==> config.mk <==
export PLATFORM = sky130hd
export DESIGN_NAME = video_palsched
export DESIGN_NICKNAME = d
export VERILOG_FILES = /design/src/rtl/video_palsched_pkg.sv /design/src/rtl/video_palsched_fifo.sv /design/src/rtl/video_palsched.sv
export SDC_FILE = /design/constraint.sdc
export NUM_CORES = 1
export LEC_CHECK = 0
export CAP_MARGIN = 20
export CORE_MARGIN = 8
export CORE_UTILIZATION = 55
export DETAILED_ROUTE_END_ITERATION = 8
export GPL_TIMING_DRIVEN = 0
export HOLD_SLACK_MARGIN = 0.03
export PLACE_DENSITY = 0.76
export SETUP_SLACK_MARGIN = 0.15
export SYNTH_ARGS = -nofsm -noshare
export SYNTH_HDL_FRONTEND = slang
export SYNTH_SLANG_ARGS = --single-unit
==> constraint.sdc <==
create_clock -name clk -period 6.6 [get_ports clk]
set_input_delay 1.32 -clock clk [delete_from_list [all_inputs] [get_ports clk]]
set_output_delay 1.32 -clock clk [all_outputs]
set_load 0.02 [all_outputs]
==> src/rtl/video_palsched_pkg.sv <==
// rtl/video_palsched_pkg.sv - shared definitions for the palette write scheduler
package video_palsched_pkg;

    typedef enum logic {
        ST_INIT = 1'b0,
        ST_RUN  = 1'b1
    } pal_state_t;

    localparam logic [8:0] PAL_ATM_BASE = 9'h000;
    localparam logic [8:0] PAL_UP_BASE  = 9'h100;
    localparam logic [3:0] LVL_BRIGHT   = 4'hF;
    localparam logic [3:0] LVL_NORM     = 4'hA;

    typedef struct packed {
        logic [5:0] addr;
        logic [7:0] data;
    } up_entry_t;

    // Index layout is {bright, G, R, B}; colour layout is {R4, G4, B4}.
    function automatic logic [11:0] default_colour(input logic [3:0] idx);
        logic [3:0] lvl;
        lvl = idx[3] ? LVL_BRIGHT : LVL_NORM;
        return {idx[1] ? lvl : 4'h0, idx[2] ? lvl : 4'h0, idx[0] ? lvl : 4'h0};
    endfunction

    // GGGRRRBB -> {R3,R3[2], G3,G3[2], B2,B2}
    function automatic logic [11:0] up_expand(input logic [7:0] d);
        return {d[4:2], d[4], d[7:5], d[7], d[1:0], d[1:0]};
    endfunction

endpackage

==> src/rtl/video_palsched_fifo.sv <==
// rtl/video_palsched_fifo.sv - synchronous FIFO holding queued ULAplus writes
module video_palsched_fifo #(
    parameter int DEPTH = 4,
    parameter int W     = 14
) (
    input  logic                       clk,
    input  logic                       rst_n,
    input  logic                       push_i,
    input  logic [W-1:0]               push_data_i,
    input  logic                       pop_i,
    output logic [W-1:0]               head_o,
    output logic                       full_o,
    output logic                       empty_o,
    output logic [$clog2(DEPTH):0]     count_o
);
    localparam int AW = $clog2(DEPTH);

    logic [W-1:0]  mem_q [DEPTH];
    logic [AW-1:0] wr_ptr_q, rd_ptr_q;
    logic [AW:0]   count_q;
    logic          do_push, do_pop;

    assign full_o  = (count_q == (AW+1)'(DEPTH));
    assign empty_o = (count_q == '0);
    assign count_o = count_q;
    assign head_o  = mem_q[rd_ptr_q];

    // A push on full only lands when the head leaves in the same cycle.
    assign do_push = push_i & (~full_o | pop_i);
    assign do_pop  = pop_i & ~empty_o;

    always_ff @(posedge clk or negedge rst_n) begin
        if (!rst_n) begin
            wr_ptr_q <= '0;
            rd_ptr_q <= '0;
            count_q  <= '0;
        end else begin
            if (do_push) wr_ptr_q <= wr_ptr_q + AW'(1);
            if (do_pop)  rd_ptr_q <= rd_ptr_q + AW'(1);
            if (do_push && !do_pop)      count_q <= count_q + (AW+1)'(1);
            else if (do_pop && !do_push) count_q <= count_q - (AW+1)'(1);
        end
    end

    always_ff @(posedge clk) begin
        if (do_push) mem_q[wr_ptr_q] <= push_data_i;
    end

endmodule

==> src/rtl/video_palsched.sv <==
// rtl/video_palsched.sv - palette RAM write scheduler with default-palette init
module video_palsched
    import video_palsched_pkg::*;
#(
    parameter int UP_FIFO_DEPTH = 4,
    parameter bit INIT_ULAPLUS  = 1'b1,
    parameter bit WR_ANYTIME    = 1'b0
) (
    input  logic        clk,
    input  logic        rst_n,
    input  logic        hold,
    input  logic        atm_req,
    input  logic [3:0]  atm_addr,
    input  logic [11:0] atm_data,
    input  logic        up_req,
    input  logic [5:0]  up_addr,
    input  logic [7:0]  up_data,
    output logic        pal_we,
    output logic [8:0]  pal_addr,
    output logic [11:0] pal_data,
    output logic        init_done,
    output logic        busy,
    output logic        atm_ovf,
    output logic        up_ovf
);
    localparam int CW        = $clog2(UP_FIFO_DEPTH) + 1;
    localparam int INIT_LAST = INIT_ULAPLUS ? 79 : 15;

    pal_state_t  state_q, state_d;
    logic [6:0]  init_cnt_q;
    logic        atm_valid_q, atm_valid_d;
    logic [3:0]  atm_addr_q;
    logic [11:0] atm_data_q;
    logic        pal_we_q, init_done_q, busy_q, atm_ovf_q, up_ovf_q;
    logic [8:0]  pal_addr_q;
    logic [11:0] pal_data_q;

    logic          can_wr, atm_issue, fifo_pop, fifo_push, init_last;
    logic          fifo_full, fifo_empty;
    logic [CW-1:0] fifo_count, fifo_cnt_d;
    up_entry_t     fifo_head;
    logic [8:0]    init_addr;
    logic [11:0]   init_data;

    video_palsched_fifo #(
        .DEPTH(UP_FIFO_DEPTH),
        .W    (14)
    ) u_fifo (
        .clk        (clk),
        .rst_n      (rst_n),
        .push_i     (fifo_push),
        .push_data_i({up_addr, up_data}),
        .pop_i      (fifo_pop),
        .head_o     (fifo_head),
        .full_o     (fifo_full),
        .empty_o    (fifo_empty),
        .count_o    (fifo_count)
    );

    always_comb begin
        can_wr    = WR_ANYTIME ? 1'b1 : ~hold;
        // ATM slot always beats the ULAplus queue.
        atm_issue = (state_q == ST_RUN) & can_wr & atm_valid_q;
        fifo_pop  = (state_q == ST_RUN) & can_wr & ~atm_valid_q & ~fifo_empty;
        fifo_push = up_req & (~fifo_full | fifo_pop);
        fifo_cnt_d = fifo_count + CW'(fifo_push) - CW'(fifo_pop);

        init_last = (init_cnt_q == 7'(INIT_LAST));
        if (init_cnt_q < 7'd16) begin
            init_addr = PAL_ATM_BASE | {5'd0, init_cnt_q[3:0]};
            init_data = default_colour(init_cnt_q[3:0]);
        end else begin
            init_addr = PAL_UP_BASE + {2'b00, init_cnt_q - 7'd16};
            init_data = 12'h000;
        end

        state_d = state_q;
        if (state_q == ST_INIT && can_wr && init_last) state_d = ST_RUN;
        atm_valid_d = atm_req | (atm_valid_q & ~atm_issue);
    end

    always_ff @(posedge clk or negedge rst_n) begin
        if (!rst_n) begin
            state_q     <= ST_INIT;
            init_cnt_q  <= '0;
            atm_valid_q <= 1'b0;
            atm_addr_q  <= '0;
            atm_data_q  <= '0;
            pal_we_q    <= 1'b0;
            pal_addr_q  <= '0;
            pal_data_q  <= '0;
            init_done_q <= 1'b0;
            busy_q      <= 1'b1;
            atm_ovf_q   <= 1'b0;
            up_ovf_q    <= 1'b0;
        end else begin
            state_q     <= state_d;
            atm_valid_q <= atm_valid_d;
            busy_q      <= (state_d == ST_INIT) | atm_valid_d | (fifo_cnt_d != '0);
            atm_ovf_q   <= atm_req & atm_valid_q & ~atm_issue;
            up_ovf_q    <= up_req & ~fifo_push;
            if (atm_req) begin
                atm_addr_q <= atm_addr;
                atm_data_q <= atm_data;
            end

            pal_we_q <= 1'b0;
            case (state_q)
                ST_INIT: begin
                    if (can_wr) begin
                        pal_we_q   <= 1'b1;
                        pal_addr_q <= init_addr;
                        pal_data_q <= init_data;
                        init_cnt_q <= init_cnt_q + 7'd1;
                        if (init_last) init_done_q <= 1'b1;
                    end
                end
                ST_RUN: begin
                    if (atm_issue) begin
                        pal_we_q   <= 1'b1;
                        pal_addr_q <= PAL_ATM_BASE | {5'd0, atm_addr_q};
                        pal_data_q <= atm_data_q;
                    end else if (fifo_pop) begin
                        pal_we_q   <= 1'b1;
                        pal_addr_q <= PAL_UP_BASE | {3'b000, fifo_head.addr};
                        pal_data_q <= up_expand(fifo_head.data);
                    end
                end
                default: ;
            endcase
        end
    end

    assign pal_we    = pal_we_q;
    assign pal_addr  = pal_addr_q;
    assign pal_data  = pal_data_q;
    assign init_done = init_done_q;
    assign busy      = busy_q;
    assign atm_ovf   = atm_ovf_q;
    assign up_ovf    = up_ovf_q;

endmodule

Word level (Yosys, flattened, before mapping)
Memory sizes are Yosys's and may differ from the RTL's.
Index checks and enable logic that the tools add are counted.

storage, ports and cells
  register bits = 58
  memory bits (writable) = 56
  bits of input ports = 35
  output and inout port bits = 26
  memories kept = 1

memories
  name          depth  width  read ports  clocked after memory_dff  wr ports  RTL line                   RTL
  u_fifo.mem_q  4      14     1           0                         1         video_palsched_fifo.sv:18  logic [W-1:0] mem_q [DEPTH];

cells by class
  add/subtract/negate cells = 9
  order comparisons = 1
  equality and inequality tests = 4
  multiplexer cells = 23
  bitwise operators = 23
  reductions and logical operators = 12

operators by type and width
  cell                 count
  $mux 12              4
  $mux 9               4
  $pmux 12 s2          1
  $pmux 9 s2           1
  $mux 4               3
  $and 1x1->1          11
  $add 9x7->9 const A  1
  $mux 3               3
  $not 1->1            8
  $add 7x1->7 const B  1
  $eq 7x7->1 const B   1
  $lt 7x5->1 const B   1
  $sub 7x5->7 const B  1
  $mux 1               6
  $add 2x1->2 const B  2
  $logic_and 1x1->1    4
  $or 1x1->1           4
  $reduce_and 2->1     2
  $add 3x1->3          1
  $add 3x1->3 const B  1
  $eq 3x3->1 const B   1
  $logic_not 3->1      1
  $ne 3x1->1 const B   1
  $reduce_and 3->1     1
  other kinds (7)      8

Depth between registers and ports, before layout
Gate-level depths: netlist (run 1).

  depth in word-level cells = 11
  depth in mapped cells = 9
  mapped depth without buffers = 9

By module
From an unflattened synthesis (run 1), not the netlist that was laid out.

second synthesis, totals
  cells, all modules = 322
  area total of the unflattened synthesis = 4877.2 um^2

modules (own cells, without submodules)
  module               instances  cells an instance  area an instance (um^2)  sequential area each (um^2)
  video_palsched_fifo  1          108                2492.4                   1856.8
  video_palsched       1          214                2384.8                   1252.5

Worst setup path after synthesis (run 1)
OpenSTA, ideal clock, no wires.

  path kind = input-to-reg
  start = in hold
  end = reg busy_q (netlist: busy)
  data arrival time = 3.237 ns
  path slack = 3.281 ns
  stages = 8
  buffers on the path = 0
  path through = nand2b_2 > nor3_2 > ha_1 > inv_1 > ha_1 > fa_1 > or3_1 > a211o_1

between the ends
  cells in the longest elaborated chain, start to end = 10
  elaborated cells on any way between the ends = 19

RTL lines
  element                       RTL line                                    RTL
  start, declared               video_palsched.sv:11                        input logic hold,
  $not 1->1 (no source line) *  --
  $and 1x1->1                   video_palsched.sv:63, video_palsched.sv:64
  $and 1x1->1 (2 in series)     video_palsched.sv:64                        fifo_pop = (state_q == ST_RUN) & can_wr & ~atm_valid_q & ~fifo_empty;
  $or 1x1->1                    video_palsched.sv:65                        fifo_push = up_req & (~fifo_full | fifo_pop);
  $and 1x1->1                   video_palsched.sv:65
  $add 3x1->3                   video_palsched.sv:66                        fifo_cnt_d = fifo_count + CW'(fifo_push) - CW'(fifo_pop);
  $sub 3x1->3                   video_palsched.sv:66
  $reduce_bool 3->1             video_palsched.sv:99                        busy_q <= (state_d == ST_INIT) | atm_valid_d | (fifo_cnt_d != '0);
  $or 1x1->1 *                  video_palsched.sv:99
  end signal, assigned          video_palsched.sv:99
  end, declared                 video_palsched.sv:34                        logic pal_we_q, init_done_q, busy_q, atm_ovf_q, up_ovf_q;

Mark *: on every way between the ends. The rest lies on a longest branch, timed or not.
A chain may end at the register's enable or synchronous reset.

Final worst setup path (run 1)
Ends and elaborated chain as after synthesis.

==> impl_metrics.csv, run 1 <==
group,metric,value,unit
cts,root_buffer,"clkbuf_8",
timing,rsz0062_at_grt,"no",
grt,antenna_found_initial,0,
finish,n_fill_cell,568,
logic_synthesis,synth_area_leader_cell,"edfxtp_1",
logic_synthesis,ys_async_sr_fraction,0.504,
timing,hold_viol_final,0,
floorplan,die_area,11900,um2
grt,grt.overflow.total,0,
logic_synthesis,synth_cells,332,
timing,period_share,0.571,
job,cap_violations,0,
route,wire_per_inst,19.2,um
power,leakage,2.43,nW
logic_synthesis,synth_area_leaders,"edfxtp_1, dfrtp_1, mux4_2",
power,ir_drop,0.000204,V
worst_setup_path,worstPathRequired,7040,ps
timing,slew_headroom,0.480,
grt,track_usage,0.188,
logic_synthesis,postSynthAreaPerCell,14.4,um2
logic_synthesis,synthAdderAreaFrac,0.0372,
power,pwr_density_cell,413,nW/um2
power,switching_power,0.771,mW
timing,min_period,3770,ps
timing,setup_tns,0,ps
power,pwr-share-clk,0.341,
logic_synthesis,synthMuxAreaShare,0.102,
worst_setup_path,startpoint_type,"input pin",
logic_synthesis,synth_top_family_by_area,"multiplexers",
logic_synthesis,yosysUniqueCellTypes,51,
worst_setup_path,critPathCaptureType,"flip-flop",
logic_synthesis,synth-edff-count,56,
cts,ctsResizeCount,0,
cts,cts_tree,"yes",
cts,cts_hold_buf,0,
cts,clock_latency,520,ps
grt,grt_pass1_vias,3186,
worst_setup_path,cp.arrival,4210,ps
cts,path_clk_slew,60,ps
finish,antenna-diode-count,0,
cts,clk_path_buf_depth,2,
logic_synthesis,syn-num-nets,380,
floorplan,start_util,0.559,
timing,finalMaxSlewViolations,0,
route,postRouteAntennaNets,0,
grt,grt_start_max_net_pins,36,
floorplan,fp.dieH,109,um
logic_synthesis,synthXorXnorAreaFrac,0.0275,
placed_design,dp_cells,500,
worst_setup_path,critPathKind,"in -> reg",
cts,clock_sinks,113,
grt,grt_pass1_wl,16500,um
logic_synthesis,yosys.area_share.simple,0.0760,
placed_design,gp_congestion,0.828,
outcome,status,"complete, no violations",
cts,cts_made_buffers,17,
logic_synthesis,syn_area,4780,um2
logic_synthesis,ys.flop_type,"edfxtp_1",
floorplan,rows,34,
floorplan,pin_count,61,
power,seq_power_share,0.394,
finish,drive_gt1_frac,0.196,
cts,cts_setup_buffers,0,
route,viasPerCell,5.63,
floorplan,core,8550,um2
timing,max_freq,265,MHz
route,drc,0,
power,p_int,1.74,mW
logic_synthesis,ys_top_cells_by_count,"dfrtp_1, edfxtp_1, nand2_1, inv_1, o21ai_0",
route,dr_total_vias,2995,
power,swShare,0.307,
finish,area_growth,27.2,%
logic_synthesis,synth_compound_area_frac,0.0741,
placed_design,portBuffers,59,
timing,finalSetupViolations,0,
cts,cts.htree.levels,4,
worst_setup_path,crit_fanout,8,
timing,hold_slack,487,ps
logic_synthesis,yosys.area.top_type_share,0.352,
power,p_total,2.51,mW
timing,fin_skew,19.8,ps
power,comb_power_share,0.266,
placed_design,hpwl,7050,um
logic_synthesis,synth-seq-cells,113,
route,routed_wl,10200,um
logic_synthesis,ys_seq_area_frac,0.651,
route,dr.first_iter.drc_count,127,
floorplan,die_width,109,um
logic_synthesis,yosys_warnings,0,
route,firstDrtPassIters,4,
hold_path,hold_path_class,"reg -> reg",
finish,nets,459,
timing,tightest_slew,781,ps
finish,fin_cells,532,
[logic make-up after synthesis]
family                     count (synthesis)
muxes                                     29
other                                      1
DFF                                      113
adders and majority gates                 13
AOI/OAI and AO/OA                         57
xor gates and xnor gates                  15
and+or+nand+nor                           71
buffers and inverters                     33
[power by group through the flow]
| stage | sequential [mW] | clock [mW] | combinational [mW] |
|---|---|---|---|
| 2_1_floorplan | 1.04 | 0 | 0.367 |
| 4_1_cts | 0.988 | 0.866 | 0.677 |
| 3_3_place_gp | 0.989 | 0 | 0.645 |
| 5_1_grt | 1.00 | 0.899 | 0.723 |
| 6_report | 0.989 | 0.856 | 0.667 |
| 3_5_place_dp | 0.998 | 0 | 0.666 |
[through the flow]
| stage | util | instance area [um2] | worst slack, ps |
|---|---|---|---|
| detailed placement | 0.645 | 5520 | 2340 |
| CTS | 0.711 | 6080 | 2850 |
| floorplan | - | 4780 | 3280 |
| global placement | 0.644 | 5500 | 2390 |
| finish | 0.711 | 6080 | 2830 |
| global route | 0.711 | 6080 | 2740 |
[layer usage]
metal | track usage | up-vias | routed length [um]
met5 | 0 | - | 0
met4 | 0.0906 | 0 | 166
met3 | 0.0532 | 13 | 507
met2 | 0.310 | 84 | 5320
met1 | 0.222 | 1526 | 4230
li1 | - | 1372 | -
[state kept, by name, summed over array words and instances (netlist names), 2 cells and up]
| register | cells |
|---|---|
| u_fifo.mem_q | 56 |
| atm_data_q | 12 |
| pal_data | 12 |
| pal_addr | 8 |
| init_cnt_q | 7 |
| atm_addr_q | 4 |
| u_fifo.count_o | 3 |
| u_fifo.rd_ptr_q | 2 |
| u_fifo.wr_ptr_q | 2 |
[layout by cell type, fill, tap and decap left out, types with 7 or more instances in the layout]
| cell | count |
|---|---|
| a21oi_1 | 11 |
| mux4_2 | 14 |
| buf_2 | 7 |
| ha_1 | 11 |
| edfxtp_1 | 56 |
| xnor2_1 | 9 |
| nand2_1 | 33 |
| nor2_1 | 9 |
| inv_6 | 7 |
| o21ai_0 | 18 |
| mux2_2 | 14 |
| dfrtp_1 | 56 |
| clkdlybuf4s50_1 | 58 |
| clkbuf_16 | 16 |
| inv_1 | 18 |
[area by class of cell]
cell class,instances,area [um2],area share
plain buffers,14,78.8,0.0130
clock buffers,17,414,0.0681
clock inverters,15,146,0.0241
inverters,19,71.3,0.0117
multi-input cells,186,1520,0.250
flip-flops and latches,113,3110,0.512
well taps,108,135,0.0222
repair buffers,60,606,0.0996
[critical path, cell delays in order]
cell             delay, ps
clkdlybuf4s50_1        590
nand2b_2               320
nor3_2                 390
ha_1                   320
inv_1                   70
ha_1                   160
fa_1                   400
or3_1                  370
a211o_1                270
[worst paths after layout]
check,end,startpoint,cells after the start,slack [ps]
max reg2reg,busy,u_fifo.count_o[0],9,3980
min,init_done,init_done,1,490
max in group asynchronous,busy,rst_n,2,5160
max,busy,hold,9,2830
min reg2reg,init_done,init_done,1,490
min in group asynchronous,atm_addr_q[3],rst_n,1,800
No activity file was read; power rests on OpenSTA's default activity.
==> run 2, diff against run 1 <==
==> constraint.sdc (replaced) <==
create_clock -name clk -period 3.73 [get_ports clk]
set_input_delay 0.746 -clock clk [delete_from_list [all_inputs] [get_ports clk]]
set_output_delay 0.746 -clock clk [all_outputs]
set_load 0.02 [all_outputs]
==> results of run 2 <==
The final DEF is identical to that of run 1. Status: complete, no violations.
Main changes from that run: setup slack after placement 2340 ps -> 41.2 ps; setup slack after layout 2830 ps -> 534 ps; hold slack 487 ps -> 222 ps; register-to-register setup slack 3980 ps -> 1110 ps; total power 2.51 mW -> 4.44 mW; worst IR drop on VDD 0.000204 V -> 0.000361 V
==> run 3, diff against run 2 <==
--- a/config.mk
+++ b/config.mk
@@ -5,7 +5,7 @@
 export SDC_FILE = /design/constraint.sdc
 export NUM_CORES = 1
 export LEC_CHECK = 0
-export CAP_MARGIN = 20
+export CAP_MARGIN = 25
 export CORE_MARGIN = 8
 export CORE_UTILIZATION = 55
 export DETAILED_ROUTE_END_ITERATION = 8
==> results of run 3 <==
The final DEF is identical to that of run 1. Status: complete, no violations.
Main changes from that run: setup slack after placement 2340 ps -> 41.2 ps; setup slack after layout 2830 ps -> 534 ps; hold slack 487 ps -> 222 ps; register-to-register setup slack 3980 ps -> 1110 ps; total power 2.51 mW -> 4.44 mW; worst IR drop on VDD 0.000204 V -> 0.000361 V
